===== config.mk =====
export PLATFORM = sky130hd
export DESIGN_NAME = zorro_cycle_watchdog
export DESIGN_NICKNAME = d
export VERILOG_FILES = /design/src/rtl/zorro_cycle_watchdog.sv
export SDC_FILE = /design/constraint.sdc
export NUM_CORES = 1
export LEC_CHECK = 0
export ABC_AREA = 1
export BUFFER_PORTS_ARGS = -buffer_cell sky130_fd_sc_hd__buf_2
export CAP_MARGIN = 10
export CORE_UTILIZATION = 56
export CTS_CLUSTER_DIAMETER = 150
export DETAILED_ROUTE_END_ITERATION = 10
export GPL_TIMING_DRIVEN = 0
export PLACE_DENSITY_LB_ADDON = 0.15
export SYNTH_ARGS = -nofsm -noshare
export SYNTH_HDL_FRONTEND = slang
export SYNTH_SLANG_ARGS = --single-unit

===== constraint.sdc =====
create_clock -name CLK -period 1.88 [get_ports CLK]
set_input_delay 0.094 -clock CLK [delete_from_list [all_inputs] [get_ports CLK]]
set_output_delay 0.094 -clock CLK [all_outputs]
set_load 0.03 [all_outputs]

===== src/rtl/zorro_cycle_watchdog.sv =====
// Zorro III bus-cycle watchdog: forces DTACK on hung slave cycles and converts hung or BERR'd DMA cycles into a bus error.
// Optional saturating timeout statistics are built when WATCHDOG_STATS_EN is defined.
`timescale 1ns/1ps
module zorro_cycle_watchdog #(
  parameter int SLAVE_TIMEOUT  = 255,
  parameter int MASTER_TIMEOUT = 1023,
  parameter int CW             = 10
) (
  input  logic       CLK,
  input  logic       RESET_n,
  input  logic       bfcs,
  input  logic       slave_start,
  input  logic       slave_ack,
  input  logic       BMASTER,
  input  logic       DTACK_n,
  input  logic       BERR_n,
  input  logic       wd_clear,
  output logic       slave_abort,
  output logic       master_berr,
  output logic       timeout_flag,
  output logic [7:0] slave_to_cnt,
  output logic [7:0] master_to_cnt
);

  typedef enum logic [2:0] {
    ST_IDLE        = 3'd0,
    ST_SLAVE_WAIT  = 3'd1,
    ST_MASTER_WAIT = 3'd2,
    ST_ABORT       = 3'd3,
    ST_DRAIN       = 3'd4
  } state_t;

  localparam logic [CW-1:0] SLV_TC   = CW'(SLAVE_TIMEOUT - 1);
  localparam logic [CW-1:0] MST_TC   = CW'(MASTER_TIMEOUT - 1);
  localparam logic [CW-1:0] CNT_ZERO = {CW{1'b0}};
  localparam logic [CW-1:0] CNT_ONE  = {{(CW-1){1'b0}}, 1'b1};

  state_t        r_state;
  state_t        w_state_nxt;
  logic [CW-1:0] r_cnt;
  logic [CW-1:0] w_cnt_nxt;
  logic          r_dtack_meta;
  logic          r_dtack_sync;
  logic          r_berr_meta;
  logic          r_berr_sync;
  logic          r_slave_abort;
  logic          r_master_berr;
  logic          r_timeout_flag;
  logic          w_dtack_s;
  logic          w_berr_s;
  logic          w_slave_to;
  logic          w_master_err;

  // Two-flop synchronizers for the asynchronous bus terminations, preset to negated.
  always_ff @(posedge CLK or negedge RESET_n) begin
    if (!RESET_n) begin
      r_dtack_meta <= 1'b1;
      r_dtack_sync <= 1'b1;
      r_berr_meta  <= 1'b1;
      r_berr_sync  <= 1'b1;
    end else begin
      r_dtack_meta <= DTACK_n;
      r_dtack_sync <= r_dtack_meta;
      r_berr_meta  <= BERR_n;
      r_berr_sync  <= r_berr_meta;
    end
  end

  assign w_dtack_s = ~r_dtack_sync;
  assign w_berr_s  = ~r_berr_sync;

  // Next-state, cycle counter and timeout-event decode.
  always_comb begin
    w_state_nxt  = r_state;
    w_cnt_nxt    = r_cnt;
    w_slave_to   = 1'b0;
    w_master_err = 1'b0;
    case (r_state)
      ST_IDLE: begin
        w_cnt_nxt = CNT_ZERO;
        if (bfcs && BMASTER) begin
          w_state_nxt = ST_MASTER_WAIT;
        end else if (bfcs && slave_start) begin
          w_state_nxt = ST_SLAVE_WAIT;
        end else begin
          w_state_nxt = ST_IDLE;
        end
      end
      ST_SLAVE_WAIT: begin
        w_cnt_nxt = r_cnt + CNT_ONE;
        if (!bfcs) begin
          w_state_nxt = ST_IDLE;
        end else if (slave_ack) begin
          w_state_nxt = ST_DRAIN;
        end else if (r_cnt == SLV_TC) begin
          w_state_nxt = ST_ABORT;
          w_slave_to  = 1'b1;
        end else begin
          w_state_nxt = ST_SLAVE_WAIT;
        end
      end
      ST_MASTER_WAIT: begin
        w_cnt_nxt = r_cnt + CNT_ONE;
        // BERR outranks DTACK; DTACK outranks the terminal count.
        if (!bfcs) begin
          w_state_nxt = ST_IDLE;
        end else if (!BMASTER) begin
          w_state_nxt = ST_DRAIN;
        end else if (w_berr_s) begin
          w_state_nxt  = ST_DRAIN;
          w_master_err = 1'b1;
        end else if (w_dtack_s) begin
          w_state_nxt = ST_DRAIN;
        end else if (r_cnt == MST_TC) begin
          w_state_nxt  = ST_DRAIN;
          w_master_err = 1'b1;
        end else begin
          w_state_nxt = ST_MASTER_WAIT;
        end
      end
      ST_ABORT: begin
        w_state_nxt = ST_DRAIN;
      end
      ST_DRAIN: begin
        if (!bfcs) begin
          w_state_nxt = ST_IDLE;
        end else begin
          w_state_nxt = ST_DRAIN;
        end
      end
      default: begin
        w_state_nxt = ST_IDLE;
        w_cnt_nxt   = CNT_ZERO;
      end
    endcase
  end

  // State, counter and registered status outputs.
  always_ff @(posedge CLK or negedge RESET_n) begin
    if (!RESET_n) begin
      r_state        <= ST_IDLE;
      r_cnt          <= CNT_ZERO;
      r_slave_abort  <= 1'b0;
      r_master_berr  <= 1'b0;
      r_timeout_flag <= 1'b0;
    end else begin
      r_state       <= w_state_nxt;
      r_cnt         <= w_cnt_nxt;
      r_slave_abort <= (w_state_nxt == ST_ABORT);
      if (w_state_nxt == ST_IDLE) begin
        r_master_berr <= 1'b0;
      end else if (w_master_err) begin
        r_master_berr <= 1'b1;
      end else begin
        r_master_berr <= r_master_berr;
      end
      if (w_slave_to || w_master_err) begin
        r_timeout_flag <= 1'b1;
      end else if (wd_clear) begin
        r_timeout_flag <= 1'b0;
      end else begin
        r_timeout_flag <= r_timeout_flag;
      end
    end
  end

  assign slave_abort  = r_slave_abort;
  assign master_berr  = r_master_berr;
  assign timeout_flag = r_timeout_flag;

`ifdef WATCHDOG_STATS_EN
  logic [7:0] r_slave_to_cnt;
  logic [7:0] r_master_to_cnt;

  function automatic logic [7:0] stat_next(input logic [7:0] cnt, input logic inc, input logic clr);
    if (inc && clr) begin
      return 8'd1;
    end else if (inc) begin
      return (cnt == 8'hFF) ? 8'hFF : cnt + 8'd1;
    end else if (clr) begin
      return 8'd0;
    end else begin
      return cnt;
    end
  endfunction

  // Saturating timeout statistics; an increment outranks a same-cycle clear.
  always_ff @(posedge CLK or negedge RESET_n) begin
    if (!RESET_n) begin
      r_slave_to_cnt  <= 8'd0;
      r_master_to_cnt <= 8'd0;
    end else begin
      r_slave_to_cnt  <= stat_next(r_slave_to_cnt, w_slave_to, wd_clear);
      r_master_to_cnt <= stat_next(r_master_to_cnt, w_master_err, wd_clear);
    end
  end

  assign slave_to_cnt  = r_slave_to_cnt;
  assign master_to_cnt = r_master_to_cnt;
`else
  assign slave_to_cnt  = 8'h00;
  assign master_to_cnt = 8'h00;
`endif

endmodule


# Word-level counts from Yosys, hierarchy flattened
# Index checks and enable logic that the tools add are counted.
# word_totals
romBits	0
word_cells	53
ramBits	0
reg_bits	20
n_memories	0
latch_bits	0
inputBits	9
out_inout_bits	19
# classes
n_shift	0
mux	27
n_mul	0
div_mod_pow	0
addsub	1
bitwise	0
reduce_logical	9
magnitude_cmp	0
n_eq_ne	7
# op_table
cell	n
3-bit 2-to-1 mux	8
10-bit case mux with 2 select lines	1
1-bit 2-to-1 mux	15
3-bit case mux with 5 select lines	1
10-bit by 1-bit adder with 10-bit output (second input constant)	1
10-bit equality test (second input constant)	1
10-bit by 8-bit equality test with 1-bit output (second input constant)	1
3-bit by 2-bit equality test with 1-bit output (second input constant)	3
3-bit zero test	2
2-bit 2-to-1 mux	2
2-bit nonzero test	2
2-bit OR reduction	2
3-bit by 1-bit equality test with 1-bit output (second input constant)	1
3-bit equality test (second input constant)	1
1-bit logical AND	2
1-bit logical OR	1

# Longest topological paths before layout
# Gate-level depths: netlist of the first run.
# logic_depth
depth_word	9
mapped_depth	10
mapped_depth_nobuf	10

# Worst setup path before layout of the first run
# Ideal clock, no wire load.
# synth_timing
path_kind	flip-flop to flip-flop
start	register r_cnt[0]
end	register r_master_berr (netlist: master_berr)
setup_ps	120
synth_period_minus_slack_ps	1288
path_stages_with_launch	10
slack_ps	592
t_arrival_ps	1169
required_ps	1760
path_buffers	0
path_cell_list	dfrtp_1 inv_1 ha_1 inv_1 nor2_2 nand3b_2 nand3_1 nand3_2 nor2_1 nor2_1
# synth_via
elab_chain_len	9
word_cells_on_any_way	20
classes_between	eq/ne: 2; mux: 16; reduce/logical: 2
# synth_rtl
item	line	text
start, declared	40	logic [CW-1:0] r_cnt;
start signal, assigned	148	r_cnt <= w_cnt_nxt;
10-bit equality test	114	end else if (r_cnt == MST_TC) begin
3-bit 2-to-1 mux	114	
3-bit 2-to-1 mux	112	end else if (w_dtack_s) begin
3-bit 2-to-1 mux	109	end else if (w_berr_s) begin
3-bit 2-to-1 mux	107	end else if (!BMASTER) begin
3-bit 2-to-1 mux	105	if (!bfcs) begin
3-bit case mux with 5 select lines (*)	78	case (r_state)
named net w_state_nxt[1]	39	state_t w_state_nxt;
3-bit zero test (*)	150	if (w_state_nxt == ST_IDLE) begin
1-bit 2-to-1 mux or 2-bit nonzero test (tied branches)	--	
end signal, assigned	155	r_master_berr <= r_master_berr;
end, declared	47	logic r_master_berr;
# The timed path passes the listed nets; every way through them passes the cells marked *.
# A chain may end at the register's enable or synchronous reset.

# Worst setup path after layout of the first run
# Ends and elaborated chain as after synthesis.

==> metrics.md, run 1 <==
| Metric | Value |
|---|---|
| Pwr dens | `669 nW/um^2` |
| Cell accounting for the most synthesized area | `dfrtp_1` |
| Vias per inst | `4.85` |
| Pleak | `0.719 nW` |
| Total GRT Usage | `21.6%` |
| VDD IR max | `0.481 mV` |
| Setup TNS | `0 ns` |
| Gpl congestion | `0.818` |
| Worst EP required | `2.12 ns` |
| DRC Markers | `0` |
| CTS tree | `done` |
| # diodes | `0` |
| Final wirelength | `2160 um` |
| Sequential power share | `50.7%` |
| CTS sink count | `20` |
| RSZ-0062 raised after global routing | `no` |
| ANT nets after route | `0` |
| Post-synth cell types | `28` |
| Tmin final | `1.50 ns` |
| Reg2Reg Depth | `9` |
| Achievable Freq | `668 MHz` |
| Worst reg-to-reg setup slack | `0.38 ns` |
| Max-slew violations | `0` |
| Initial DRC count | `10` |
| Num CTS Buffers | `3` |
| Logic gate share of total power | `22.8%` |
| Initial Utilization | `59.6%` |
| WHS Path Cells | `3` |
| Worst R2R Start | `r_cnt[0]` |
| Via count | `975` |
| Register area share after synthesis | `42.8%` |
| Hold WC Path Type | `in -> reg` |
| Max Root-Sink Buffers | `2` |
| Clock power share | `26.5%` |
| Int Pwr | `0.644 mW` |
| Nets | `186` |
| Post-Syn Area | `1180 sq um` |
| Post-DP Area | `1330 sq um` |
| Synthesis-stage register bit count | `20` |
| WP data arrival | `1.74 ns` |
| Fin. Hold Viols | `0` |
| Terminus of the critical flop-to-flop path | `master_berr` |
| Area share of the leading cell type in the synthesized netlist | `33.9%` |
| Syn_area_per_cell | `8.44 sq um` |
| Die H | `47.9 um` |
| Slowest cell on crit path | `dfrtp_1` |
| FP Rows | `16` |
| Final setup viols | `0` |
| H-tree levels | `1` |
| Hold path startpoint | `bfcs` |
| Initial antenna violation count | `0` |
| IO Pins | `28` |
| Startpoint types | `register` |
| Finished Cell Area | `1400 sq um` |
| Routed length per placed instance | `10.8 um` |
| Sw frac | `31.4%` |
| Reg clk slew, reported paths | `0.11 ns` |
| CP Class | `reg -> reg` |
| Tot Pwr | `0.938 mW` |
| Net Sw Power | `0.295 mW` |
| Share of cells above drive strength 1 | `30.5%` |
| Die ar. | `2300 sq um` |
| Post-CTS Setup Bufs | `0` |
| Core Region | `1980 sq um` |
| Worst skew pair latency | `0.30 ns` |
| Top post-synthesis cells by area | `dfrtp_1, buf_4, dfstp_2` |
| Drt first pass iters | `4` |
| Max-capacitance violation count | `0` |
| Outcome | `finished, final reports clean` |
| Vias in the first global route | `911` |
| Port-buffer cells | `11` |
| Hpwl dp | `1680 um` |
| Ys Warns | `0` |
| Gr ovfl total | `0` |
| Hold path endpoint | `r_state[2]` |
| Largest net degree at the start of global routing | `21` |
| First-pass GRT wire length | `3460 um` |
| CTS root buf | `clkbuf_4` |
| Area Growth Syn to Fin | `18.8%` |
| Fin Clk Skew | `0.00107 ns` |
| Final worst-path cycle share | `79.6%` |
| Post-synthesis cell count | `140` |
| DIE WIDTH | `47.9 um` |
| Worst path max stage delay | `0.44 ns` |
| Max FO, Critical Path | `5` |
| Critical path endpoint category | `register` |
| Worst-path cell chain | `inv_1 > ha_1 > inv_1 > nor2_2 > and2_1 > nand3_2 > nand3_2 > nor2_1 > nor2_1` |
-- cell usage in the layout, fill, tap and decap left out, drive strengths merged, types with 2 or more instances in the layout --
| cell type | count |
|---|---|
| dfstp | 4 |
| a21oi | 7 |
| conb | 16 |
| xor2 | 3 |
| clkbuf | 4 |
| ha | 2 |
| nor3 | 5 |
| nand2 | 26 |
| nor2 | 14 |
| nand3 | 11 |
| inv | 18 |
| buf | 27 |
| dfrtp | 16 |
| o21ai | 10 |
| dlygate4sd3 | 4 |
-- what timing repair did --
item | CTS | global route
endpoints found under the setup margin | 0 | 0
hold endpoints to repair | 19 | 0
resized for setup | 0 | 0
hold buffers | 4 | 0
-- worst max path at each step --
stage | depth (start not counted) | slack [ns] | startpoint | endpoint
final | 9 | 0.38 | r_cnt[0] | master_berr
after global placement | 9 | 0.47 | r_cnt[0] | master_berr
after CTS | 9 | 0.40 | r_cnt[0] | master_berr
after detailed placement | 9 | 0.43 | r_cnt[0] | master_berr
after floorplan | 9 | 0.59 | r_cnt[0] | master_berr
after global routing | 9 | 0.26 | r_cnt[0] | master_berr
-- critical path, delay by kind of cell (launching register included) --
kind	cells	cell delay (ns)
AND/OR/NAND/NOR	6	0.66
buffers and inverters	2	0.18
adder cells (fa/ha/maj)	1	0.16
flip-flops	1	0.44
-- cell usage after synthesis --
master and n:
xnor2_1 1, nor3_2 1, dfstp_2 4, and3_1 1, conb_1 1, nand3_2 4, o21ai_0 5, nand3_1 7
a21oi_1 7, nand2_4 1, nor2_4 3, nand2_1 22, or2_1 1, inv_1 14, dfrtp_1 16, nor3_1 4
xor2_1 3, nor2_2 1, ha_1 2, inv_2 4, nand4_1 1, nand3b_2 1, o21ai_1 5, and2_1 1
o211ai_1 1, nor2_1 10, buf_4 16, nand2_2 3
-- area by class of cell --
cell class / instances / area (sq um)
Buffer: 16 / 120
Clock buffer: 4 / 36.3
Multi-Input combinational cell: 101 / 544
Inverter: 18 / 67.6
Fill cell: 162 / 579
Tap cell: 27 / 33.8
Sequential cell: 20 / 505
Timing Repair Buffer: 15 / 95.1
-- cell families after synthesis --
| logic type | Yosys count | share of synthesized area (%) |
|---|---|---|
| DFF | 20 | 42.8 |
| and+or+nand+nor | 61 | 28.1 |
| other | 1 | 0.317 |
| adders and majority gates | 2 | 2.12 |
| buffers and inverters | 34 | 15.9 |
| xor gates and xnor gates | 4 | 2.97 |
| AOI/OAI and AO/OA | 18 | 7.84 |
-- flip-flops by register name (all words and copies together) (netlist names) --
register	cells
master_berr	1
r_berr_meta	1
r_berr_sync	1
r_cnt	10
r_dtack_meta	1
r_dtack_sync	1
r_state	3
slave_abort	1
timeout_flag	1
-- metal layers --
layer / vias up / track usage, % / part of all wire, %
met1: 460 / 24.4 / 42
met3: 5 / 3.40 / 3.5
met4: 0 / 11.7 / 1.5
li1: 482 / - / -
met5: - / 0 / 0
met2: 28 / 38.6 / 52
-- power groups by stage --
stage | clock, mW | sequential, mW | combinational (mW)
floorplan | 0 | 0.481 | 0.161
global placement | 0 | 0.481 | 0.201
detailed placement | 0 | 0.483 | 0.206
CTS | 0.257 | 0.475 | 0.214
global route | 0.267 | 0.477 | 0.241
finish | 0.249 | 0.475 | 0.214
-- stage by stage --
stage,setup WS (ns),std cells,utilization [%],hold WS [ns]
final,0.384,201,70.8,0.0797
after detailed placement,0.431,193,66.9,0.0619
after global routing,0.264,201,70.8,0.0836
after CTS,0.403,201,70.8,0.0650
after floorplan,0.592,155,-,-0.202
after global placement,0.467,193,66.9,0.0577
(Power assumes the default switching activity.)
==> run 2: changes to the inputs <==
--- a/config.mk
+++ b/config.mk
@@ -8,7 +8,7 @@
 export ABC_AREA = 1
 export BUFFER_PORTS_ARGS = -buffer_cell sky130_fd_sc_hd__buf_2
 export CAP_MARGIN = 10
-export CORE_UTILIZATION = 56
+export CORE_UTILIZATION = 47
 export CTS_CLUSTER_DIAMETER = 150
 export DETAILED_ROUTE_END_ITERATION = 10
 export GPL_TIMING_DRIVEN = 0
==> constraint.sdc (replaced) <==
create_clock -name CLK -period 1.3 [get_ports CLK]
set_input_delay 0.065 -clock CLK [delete_from_list [all_inputs] [get_ports CLK]]
set_output_delay 0.065 -clock CLK [all_outputs]
set_load 0.03 [all_outputs]
==> metrics.md, run 2 (synthesis results as in run 1) <==
| Metric | Value |
|---|---|
| Outcome | `finished, violations left` |
| Failing checks | `setup timing` |
| Total GRT Usage | `19.0% (-2.6 points)` |
| Final setup viols | `1 (+1)` |
| Share of cells above drive strength 1 | `42.5% (+12 points)` |
| First-pass GRT wire length | `3690 um (+6.8%)` |
| Top Registers | `r_cnt (10), r_state (3)` |
| Fin worst setup slack | `-0.0159 ns (-0.400 ns)` |
| Nets | `193 (+3.8%)` |
| VDD IR max | `0.738 mV (+54%)` |
| Tot Pwr | `1.45 mW (+55%)` |
| Fin Clk Skew | `0.000975 ns (-0.0000916 ns)` |
| Vias per inst | `4.62 (-4.8%)` |
| Terminus of the critical flop-to-flop path | `master_berr` |
| WP data arrival | `1.52 ns (-0.22 ns)` |
| Most frequent cells in the layout | `buf_4, nand2_1, conb_1` |
| Tmin final | `1.32 ns (-0.180 ns)` |
| Hold path endpoint | `r_state[2]` |
| WHS Path Cells | `3 (unchanged)` |
| Vias in the first global route | `932 (+2.3%)` |
| Num CTS Buffers | `3 (unchanged)` |
| Biggest register | `r_cnt` |
| Max reg flops | `10 (unchanged)` |
| Max-slew violations | `0 (unchanged)` |
| Worst reg-to-reg setup slack | `-0.02 ns (-0.40 ns)` |
| Hold path startpoint | `bfcs` |
| Gpl congestion | `0.878 (+7.3%)` |
| ANT nets after route | `0 (unchanged)` |
| Commonest non-fill, non-tap cell in the layout | `buf_4` |
| Initial antenna violation count | `0 (unchanged)` |
| Worst R2R Start | `r_cnt[1]` |
| CTS tree | `done` |
| CTS root buf | `clkbuf_4` |
| IO Pins | `28 (unchanged)` |
| Via count | `965 (-1.0%)` |
| FP Rows | `17 (+1)` |
| Startpoint types | `register` |
| Final wirelength | `2330 um (+7.8%)` |
| CTS sink count | `20 (unchanged)` |
| Reg2Reg Depth | `8 (-1)` |
| Port-buffer cells | `11 (unchanged)` |
| Routed length per placed instance | `11.2 um (+3.7%)` |
| Achievable Freq | `760 MHz (+14%)` |
| RSZ-0062 raised after global routing | `yes` |
| Die ar. | `2720 sq um (+18%)` |
| Hpwl dp | `1590 um (-5.7%)` |
| Fin. Hold Viols | `0 (unchanged)` |
| Reg clk slew, reported paths | `0.11 ns (about the same)` |
| Max-capacitance violation count | `0 (unchanged)` |
| Largest net degree at the start of global routing | `21 (unchanged)` |
| Worst skew pair latency | `0.30 ns (about the same)` |
| Max FO, Critical Path | `4 (-1)` |
| Gr ovfl total | `0 (unchanged)` |
| Pleak | `0.774 nW (+7.7%)` |
| Initial Utilization | `51.4% (-8.2 points)` |
| Setup TNS | `-0.0159 ns (-0.0159 ns)` |
| Hold WC Path Type | `in -> reg` |
| Initial DRC count | `19 (+9)` |
| # diodes | `0 (unchanged)` |
| Critical path endpoint category | `register` |
| Worst EP required | `1.51 ns (-0.61 ns)` |
| Final worst-path cycle share | `101% (+22 points)` |
| Area Growth Syn to Fin | `29.8%` |
| DRC Markers | `0 (unchanged)` |
| Drt first pass iters | `4 (unchanged)` |
| DIE WIDTH | `52.1 um (+8.8%)` |
| Die H | `52.1 um (+8.8%)` |
| CP Class | `reg -> reg` |
| Max Root-Sink Buffers | `2 (unchanged)` |
| H-tree levels | `1 (unchanged)` |
| Pwr dens | `948 nW/um^2 (+42%)` |
| Utilization after layout | `66.7% (-4.0 points)` |
| Core Region | `2300 sq um (+16%)` |
[run 2: routing by layer]
layer	track usage [%]	part of all wire, %
met5	0	0
met4	11.8	1.2
met3	2.05	3.8
met2	34.4	51
met1	21.1	44
[run 2: final cells by class]
type	count	area (sq um)
Timing Repair Buffer	22	148
Inverter	18	67.6
Buffer	16	120
Fill cell	192	764
Sequential cell	20	509
Clock buffer	4	36.3
Multi-Input combinational cell	101	617
Tap cell	28	35.0
[run 2: where the power goes]
group	leakage, nW	internal [mW]	total [mW]	switching (mW)
clock	0.0210	0.171	0.362	0.191
sequential	0.258	0.658	0.688	0.0302
combinational	0.495	0.161	0.403	0.241
total	0.774	0.990	1.45	0.463
[run 2: how the worst max path moves through the flow]
| stage | cells after the start | slack [ns] | from | endpoint |
|---|---|---|---|---|
| floorplan | 9 | 0.01 | r_cnt[0] | master_berr |
| global placement | 9 | -0.14 | r_cnt[0] | master_berr |
| detailed placement | 9 | -0.17 | r_cnt[0] | master_berr |
| CTS | 10 | -0.01 | r_cnt[0] | master_berr |
| global route | 10 | -0.12 | r_cnt[0] | master_berr |
| finish | 8 | -0.02 | r_cnt[1] | master_berr |
[run 2: through the flow]
step	hold WS, ns	std cells	instance area (sq um)	worst slack (ns)
after global routing	0.0939	209	1530	-0.124
after detailed placement	0.0302	194	1330	-0.168
after global placement	0.0291	194	1330	-0.141
after floorplan	-0.231	155	1240	0.0115
after CTS	0.0422	207	1480	-0.0124
final	0.0684	209	1530	-0.0159
[run 2: what timing repair did]
item	in CTS	in global routing
setup buffers	5	2
pin swaps	4	9
endpoints found under the hold margin	19	0
setup endpoints to repair	5	8
hold buffers	4	0
gates cloned	0	0
gates resized for setup	10	13
[run 2: worst max-delay path, stage by stage, from the launching register on]
cell	delay [ns]
dfrtp_2	0.47
ha_4	0.17
inv_2	0.06
nor2_4	0.05
and2_4	0.17
nand3_4	0.08
nand3_4	0.08
nor2_2	0.11
nor2_1	0.05
